<file path="src/rtl/uart_cfg_rx_if.sv">
// ============================================================================
//  Module      : uart_cfg_rx_if
//  Description : Signal bundle between the Rx pad side and the configuration
//                loader for the oversampling UART receiver.
//                  rx_i          raw UART line, idle high
//                  data_o        last accepted byte
//                  valid_o       one-cycle strobe, data_o valid same cycle
//                  frame_err_o   one-cycle strobe on stop/parity failure
//                  busy_o        receiver is inside a frame
//                  receive_led_o activity LED
//                master : drives the line, consumes the byte stream
//                slave  : the receiver itself
//  Revision    : 1.0 - initial release
// ============================================================================
`timescale 1ns/1ps
`default_nettype none

interface uart_cfg_rx_if;
  logic       rx_i;
  logic [7:0] data_o;
  logic       valid_o;
  logic       frame_err_o;
  logic       busy_o;
  logic       receive_led_o;

  modport master (
    output rx_i,
    input  data_o, valid_o, frame_err_o, busy_o, receive_led_o
  );

  modport slave (
    input  rx_i,
    output data_o, valid_o, frame_err_o, busy_o, receive_led_o
  );
endinterface

`default_nettype wire

</file>
<file path="src/rtl/uart_cfg_rx.sv">
// ============================================================================
//  Module      : uart_cfg_rx
//  Description : Oversampling UART receiver (8 data bits, LSB first, one stop
//                bit) for the board-level configuration path. Produces a
//                validated byte with a one-cycle strobe and drives the
//                ReceiveLED activity indication.
//  Ports       : clk    system clock, rising edge
//                reset  asynchronous, active-high
//                bus    uart_cfg_rx_if.slave (rx_i in; data_o, valid_o,
//                       frame_err_o, busy_o, receive_led_o out)
//  Parameters  : CLKS_PER_BIT    clock cycles per UART bit (>= 4)
//                LED_HOLD_CYCLES LED hold time after an accepted byte (>= 1)
//  Options     : UART_PARITY_EN  when defined, an even-parity bit follows
//                                the data bits (11-bit frame)
//  Revision    : 1.0 - initial release
// ============================================================================
`timescale 1ns/1ps
`default_nettype none

module uart_cfg_rx #(
  parameter int CLKS_PER_BIT    = 104,
  parameter int LED_HOLD_CYCLES = 1200000
) (
  input  wire logic     clk,
  input  wire logic     reset,
  uart_cfg_rx_if.slave  bus
);

  localparam int CW = $clog2(CLKS_PER_BIT);
  localparam int HW = $clog2(LED_HOLD_CYCLES + 1);

  localparam logic [CW-1:0] CNT_MID   = CW'(CLKS_PER_BIT / 2 - 1);
  localparam logic [CW-1:0] CNT_LAST  = CW'(CLKS_PER_BIT - 1);
  localparam logic [HW-1:0] HOLD_LOAD = HW'(LED_HOLD_CYCLES);

  localparam logic [2:0] S_IDLE   = 3'd0;
  localparam logic [2:0] S_START  = 3'd1;
  localparam logic [2:0] S_DATA   = 3'd2;
  localparam logic [2:0] S_STOP   = 3'd3;
  localparam logic [2:0] S_BREAK  = 3'd4;
`ifdef UART_PARITY_EN
  localparam logic [2:0] S_PARITY = 3'd5;
`endif

  logic          sync1, rx_s;
  logic [2:0]    state, state_nxt;
  logic [CW-1:0] cnt;
  logic [2:0]    idx;
  logic [7:0]    sh;
  logic          at_mid, at_last;
  logic          busy, accept, reject, par_err;
  logic [7:0]    byte_out;
  logic          valid_pulse, err_pulse;
  logic [HW-1:0] hold;

  // Two-flop synchroniser; resets to the idle (high) line level so a reset
  // release never looks like a start bit.
  always_ff @(posedge clk or posedge reset) begin
    if (reset) begin
      sync1 <= 1'b1;
      rx_s  <= 1'b1;
    end else begin
      sync1 <= bus.rx_i;
      rx_s  <= sync1;
    end
  end

  assign at_mid  = (cnt == CNT_MID);
  assign at_last = (cnt == CNT_LAST);

  // State register
  always_ff @(posedge clk or posedge reset) begin
    if (reset) state <= S_IDLE;
    else       state <= state_nxt;
  end

  // Next-state logic
  always_comb begin
    state_nxt = state;
    case (state)
      S_IDLE:   if (!rx_s) state_nxt = S_START;
      S_START:  if (at_mid) state_nxt = rx_s ? S_IDLE : S_DATA;
`ifdef UART_PARITY_EN
      S_DATA:   if (at_last && idx == 3'd7) state_nxt = S_PARITY;
      S_PARITY: if (at_last) state_nxt = S_STOP;
`else
      S_DATA:   if (at_last && idx == 3'd7) state_nxt = S_STOP;
`endif
      // Leaving STOP right at the mid-stop sample gives half a bit of slack
      // to catch a start bit that follows immediately.
      S_STOP:   if (at_last) state_nxt = rx_s ? S_IDLE : S_BREAK;
      S_BREAK:  if (rx_s) state_nxt = S_IDLE;
      default:  state_nxt = S_IDLE;
    endcase
  end

  // Output decode: frame verdict is taken at the mid-stop sample
  always_comb begin
    busy   = (state != S_IDLE);
    accept = 1'b0;
    reject = 1'b0;
    if (state == S_STOP && at_last) begin
      accept = rx_s & ~par_err;
      reject = ~rx_s | par_err;
    end
  end

  // Bit timing, data index and shift register. cnt is phase-aligned so the
  // START wait ends at mid-bit and every later sample lands mid-bit too.
  always_ff @(posedge clk or posedge reset) begin
    if (reset) begin
      cnt <= '0;
      idx <= 3'd0;
      sh  <= 8'h00;
    end else begin
      case (state)
        S_START: begin
          cnt <= at_mid ? '0 : cnt + 1'b1;
          if (at_mid) idx <= 3'd0;
        end
`ifdef UART_PARITY_EN
        S_DATA, S_PARITY, S_STOP: begin
`else
        S_DATA, S_STOP: begin
`endif
          cnt <= at_last ? '0 : cnt + 1'b1;
          if (state == S_DATA && at_last) begin
            sh  <= {rx_s, sh[7:1]};
            idx <= idx + 3'd1;
          end
        end
        default: cnt <= '0;
      endcase
    end
  end

`ifdef UART_PARITY_EN
  logic par_bit;

  always_ff @(posedge clk or posedge reset) begin
    if (reset)                            par_bit <= 1'b0;
    else if (state == S_PARITY && at_last) par_bit <= rx_s;
  end

  // Even parity: data bits plus parity bit must XOR to zero
  assign par_err = ^{sh, par_bit};
`else
  assign par_err = 1'b0;
`endif

  // Registered strobes, byte holding register and LED hold counter
  always_ff @(posedge clk or posedge reset) begin
    if (reset) begin
      byte_out    <= 8'h00;
      valid_pulse <= 1'b0;
      err_pulse   <= 1'b0;
      hold        <= '0;
    end else begin
      valid_pulse <= accept;
      err_pulse   <= reject;
      if (accept) byte_out <= sh;
      if (accept)            hold <= HOLD_LOAD;
      else if (hold != '0)   hold <= hold - 1'b1;
    end
  end

  assign bus.data_o        = byte_out;
  assign bus.valid_o       = valid_pulse;
  assign bus.frame_err_o   = err_pulse;
  assign bus.busy_o        = busy;
  assign bus.receive_led_o = busy | (hold != '0);

endmodule

`default_nettype wire
</file>
<file path="src/flat_wrapper.sv">
// flat-port wrapper written by rule: the top's interface ports become plain ports
module uart_cfg_rx_flat 
#(
  parameter int CLKS_PER_BIT    = 104,
  parameter int LED_HOLD_CYCLES = 1200000
)
  (clk, reset, bus_rx_i, bus_data_o, bus_valid_o, bus_frame_err_o, bus_busy_o, bus_receive_led_o);
  uart_cfg_rx_if bus_i ();
  input  wire logic clk;
  input  wire logic reset;
  input wire logic [$bits(bus_i.rx_i)-1:0] bus_rx_i;
  output wire logic [$bits(bus_i.data_o)-1:0] bus_data_o;
  output wire logic [$bits(bus_i.valid_o)-1:0] bus_valid_o;
  output wire logic [$bits(bus_i.frame_err_o)-1:0] bus_frame_err_o;
  output wire logic [$bits(bus_i.busy_o)-1:0] bus_busy_o;
  output wire logic [$bits(bus_i.receive_led_o)-1:0] bus_receive_led_o;
  assign bus_i.rx_i = bus_rx_i;
  assign bus_data_o = bus_i.data_o;
  assign bus_valid_o = bus_i.valid_o;
  assign bus_frame_err_o = bus_i.frame_err_o;
  assign bus_busy_o = bus_i.busy_o;
  assign bus_receive_led_o = bus_i.receive_led_o;
  uart_cfg_rx #(.CLKS_PER_BIT(CLKS_PER_BIT), .LED_HOLD_CYCLES(LED_HOLD_CYCLES)) u_core (.clk(clk), .reset(reset), .bus(bus_i));
endmodule
</file>
<file path="config.mk">
export PLATFORM = sky130hd
export DESIGN_NAME = uart_cfg_rx_flat
export DESIGN_NICKNAME = d
export VERILOG_FILES = /design/src/rtl/uart_cfg_rx_if.sv /design/src/rtl/uart_cfg_rx.sv /design/src/flat_wrapper.sv
export SDC_FILE = /design/constraint.sdc
export NUM_CORES = 1
export LEC_CHECK = 0
export CAP_MARGIN = 20
export CORE_MARGIN = 10
export CORE_UTILIZATION = 60
export CTS_CLUSTER_DIAMETER = 120
export DETAILED_ROUTE_END_ITERATION = 10
export GPL_ROUTABILITY_DRIVEN = 0
export PLACE_DENSITY = 0.8
export SLEW_MARGIN = 20
export SYNTH_ARGS = -nofsm -noshare
export SYNTH_HDL_FRONTEND = slang
export SYNTH_SLANG_ARGS = --single-unit
</file>
<file path="constraint.sdc">
create_clock -name clk -period 4.5 [get_ports clk]
set_clock_uncertainty 0.15 [all_clocks]
set_input_delay 0.9 -clock clk [delete_from_list [all_inputs] [get_ports clk]]
set_output_delay 0.9 -clock clk [all_outputs]
set_load 0.02 [all_outputs]
</file>
==> flow_metrics.tcl <==
set metrics [dict create \
    post_cts_resized 0 \
    ys_async_sr_fraction_pct 100.0 \
    placement.io_buffers 14 \
    synth_fp_nets 274 \
    vias 1987 \
    hold_class "flop to flop" \
    dp_hpwl_mm 3.628 \
    cts_buffer_depth 2 \
    synth.avg_cell_area_um2 10.16 \
    grt_max_degree 31 \
    path_class "flop to output port" \
    power-per-cell-area_nw_per_um2 273.0 \
    die-area_um2 7586 \
    status "completed" \
    ant_nets 0 \
    fin_crit_ps 3511 \
    peakVddDrop_mv 0.2811 \
    chipWidth_um 87.10 \
    clockRootBuffer "clkbuf_8" \
    synth_flop_cell "dfrtp_1" \
    num_rows 24 \
    grt.busiest_layer "met2" \
    ctsHoldBuffers 0 \
    cp_cell_sequence "inv_1 > ha_1 > nor4b_1 > nand4_1 > or3_1 > clkdlybuf4s50_1" \
    cts_tree "done" \
    grt_pass1_vias 1890 \
    place_area_um2 2861 \
    final_area_um2 2979 \
    synthTopCellsByArea "dfrtp_1 48%, nand2_1 5.4%, nor2_1 2.6%" \
    grt_pass1_wl_mm 9.066 \
    grt_use_met2_pct 23.52 \
    start_util_pct 62.04 \
    routed_wl_mm 5.139 \
    fmax_mhz 284.9 \
    power.leakage_nw 1.456 \
    drive_above_1_share_pct 11.11 \
    critical-path-slowest-cell "clkdlybuf4s50_1" \
    max_stage_delay_ps 540 \
    cts_buffers 5 \
    synth_cell_types 52 \
    synth_top_area_cell "dfrtp_1" \
    routedWlPerCell_um 15.53 \
    crit_required_ps 3450 \
    netlist_instances 266 \
    critical_path.max_fanout 4 \
    grt_use_met1_pct 18.72 \
    r2r_cells 6 \
    via_per_inst 6.003 \
    antenna_found_initial 0 \
    drt-pass1-iter-count 4 \
    clk_latency_ps 300 \
    coreArea_um2 4354 \
    grtUsageMet3_pct 3.933 \
    drv_slew 0 \
    synth_area_um2 2701 \
    start_kind "flop" \
    cts_max_level 2 \
    end_kind "output port" \
    drt_iter0_markers 133 \
    chipHeight_um 87.10 \
    crit_start "u_core.hold[0]" \
    min-delay-start "u_core.sync1" \
    crit_arrival_ps 2460 \
    hold_viol_final 0 \
    drcViolationCount 0 \
    synth_edf_count 0 \
    post_cts_buffers 0 \
    final_nets 286 \
    setup_viol 0 \
    seq_area_frac_synth_pct 50.12 \
    rsz0062_at_grt "false" \
    pin_count 15 \
    synth_top_cell_area_share_pct 48.17 \
    whs_path_depth 0 \
    insertedDiodeCount 0 \
    cts.sinks 54 \
    grt_overflow 0 \
    syn2layout_area_growth_pct 10.28 \
    r2r_start "u_core.hold[0]" \
    yosys_register_bits 54 \
    worstMarginPinSlew_ps 689.7 \
    drv_cap 0 \
    post-route-period-util_pct 78.01 \
    track_usage_pct 14.43 \
    clk_pin_slew_ps 90 \
    tns_ps 0 \
    maxSlewHeadroom_pct 54.02 \
    synth_warnings 0 \
]
placed cells by master, fill, tap and decap left out, drive strengths merged, types with 4 or more instances in the layout:
cell	n
a21oi	14
clkbuf	5
clkdlybuf4s50	14
dfrtp	52
ha	5
inv	9
mux2	8
mux2i	6
nand2	39
nand2b	7
nand3	10
nand4	4
nor2	19
nor3	5
nor4	8
o21ai	10
o31ai	6
or3	7
or4	5
state kept, by name, indices dropped and copies added, names as in the netlist:
register	flops
u_core.idx	3
u_core.state	3
u_core.cnt	7
u_core.hold	21
u_core.sync1	1
u_core.sh	8
u_core.bus.data_o	8
u_core.rx_s	1
u_core.bus.frame_err_o	1
u_core.bus.valid_o	1
stage by stage:
stage	util, %	hold WS [ps]	cells	worst slack, ps	total power, mW
after floorplan	-	195.2	266	1890	0.5039
after global placement	65.72	196.1	323	1371	0.5092
after detailed placement	65.72	204.2	323	1317	0.5097
after CTS	68.22	216.8	331	962.5	0.8199
after global routing	68.42	221.0	331	743.2	0.8477
final	68.42	215.4	331	989.4	0.8133
cell type report:
class / count / area (um^2)
well taps: 52 / 65.06
repair buffers: 16 / 155.1
fillers: 323 / 1375
clock inverters: 3 / 40.04
multi-input cells: 192 / 1262
inverters: 9 / 33.78
flip-flops and latches: 54 / 1354
clock buffers: 5 / 68.82
per-layer routing:
| layer | vias to the layer above | routed length [um] |
|---|---|---|
| li1 | 977 | - |
| met1 | 975 | 2408 |
| met2 | 33 | 2508 |
| met3 | 2 | 211 |
| met4 | 0 | 10 |
| met5 | - | 0 |
path summary, 6_finish.rpt:
path	endpoint	slack, ps
setup reg to reg	u_core.hold[8]	2090
hold reg to reg	u_core.rx_s	220
min in group asynchronous	u_core.bus.data_o[3]	840
setup / recovery	bus_receive_led_o	990
max in group asynchronous	u_core.hold[9]	2620
hold / removal	u_core.rx_s	220
cells in the mapped netlist (3+ instances only):
cell type   n
ha_1        5
nand3b_1    3
o21ai_0     8
nand3_1     8
inv_1       9
nand2b_1    7
mux2i_1     6
xnor2_1     3
a211oi_1    3
nor3_1      4
nor2_1     19
mux2_2      6
clkbuf_1    3
buf_2       5
nand2_1    39
nor4_1      5
dfrtp_1    52
a2111oi_2   3
o31ai_1     6
or3_1       7
nand4_1     4
a21oi_1    14
or4_1       5
cell families after synthesis:
kind of cell	after synthesis	share of synthesized area, %
AOI/OAI and AO/OA	49	12.46
xor gates and xnor gates	5	1.621
adders and majority gates	5	2.316
buffers and inverters	20	3.705
DFF	54	50.12
muxes	14	5.558
and+or+nand+nor	119	24.23
critical path, delay by kind of cell, from the launching register on:
kind	cells	cell delay, ps
buffers and inverters	2	650
AND/OR/NAND/NOR	3	910
flip-flops	1	440
adder cells (fa/ha/maj)	1	160
power breakdown:
| part | total (mW) | switching (mW) | internal [mW] | leakage (nW) |
|---|---|---|---|---|
| clock network | 0.314 | 0.150 | 0.164 | 0.0579 |
| registers | 0.487 | 0.000964 | 0.486 | 0.733 |
| logic | 0.0116 | 0.00936 | 0.00223 | 0.666 |
| total | 0.813 | 0.161 | 0.653 | 1.46 |
No activity file was read; power rests on OpenSTA's default activity.
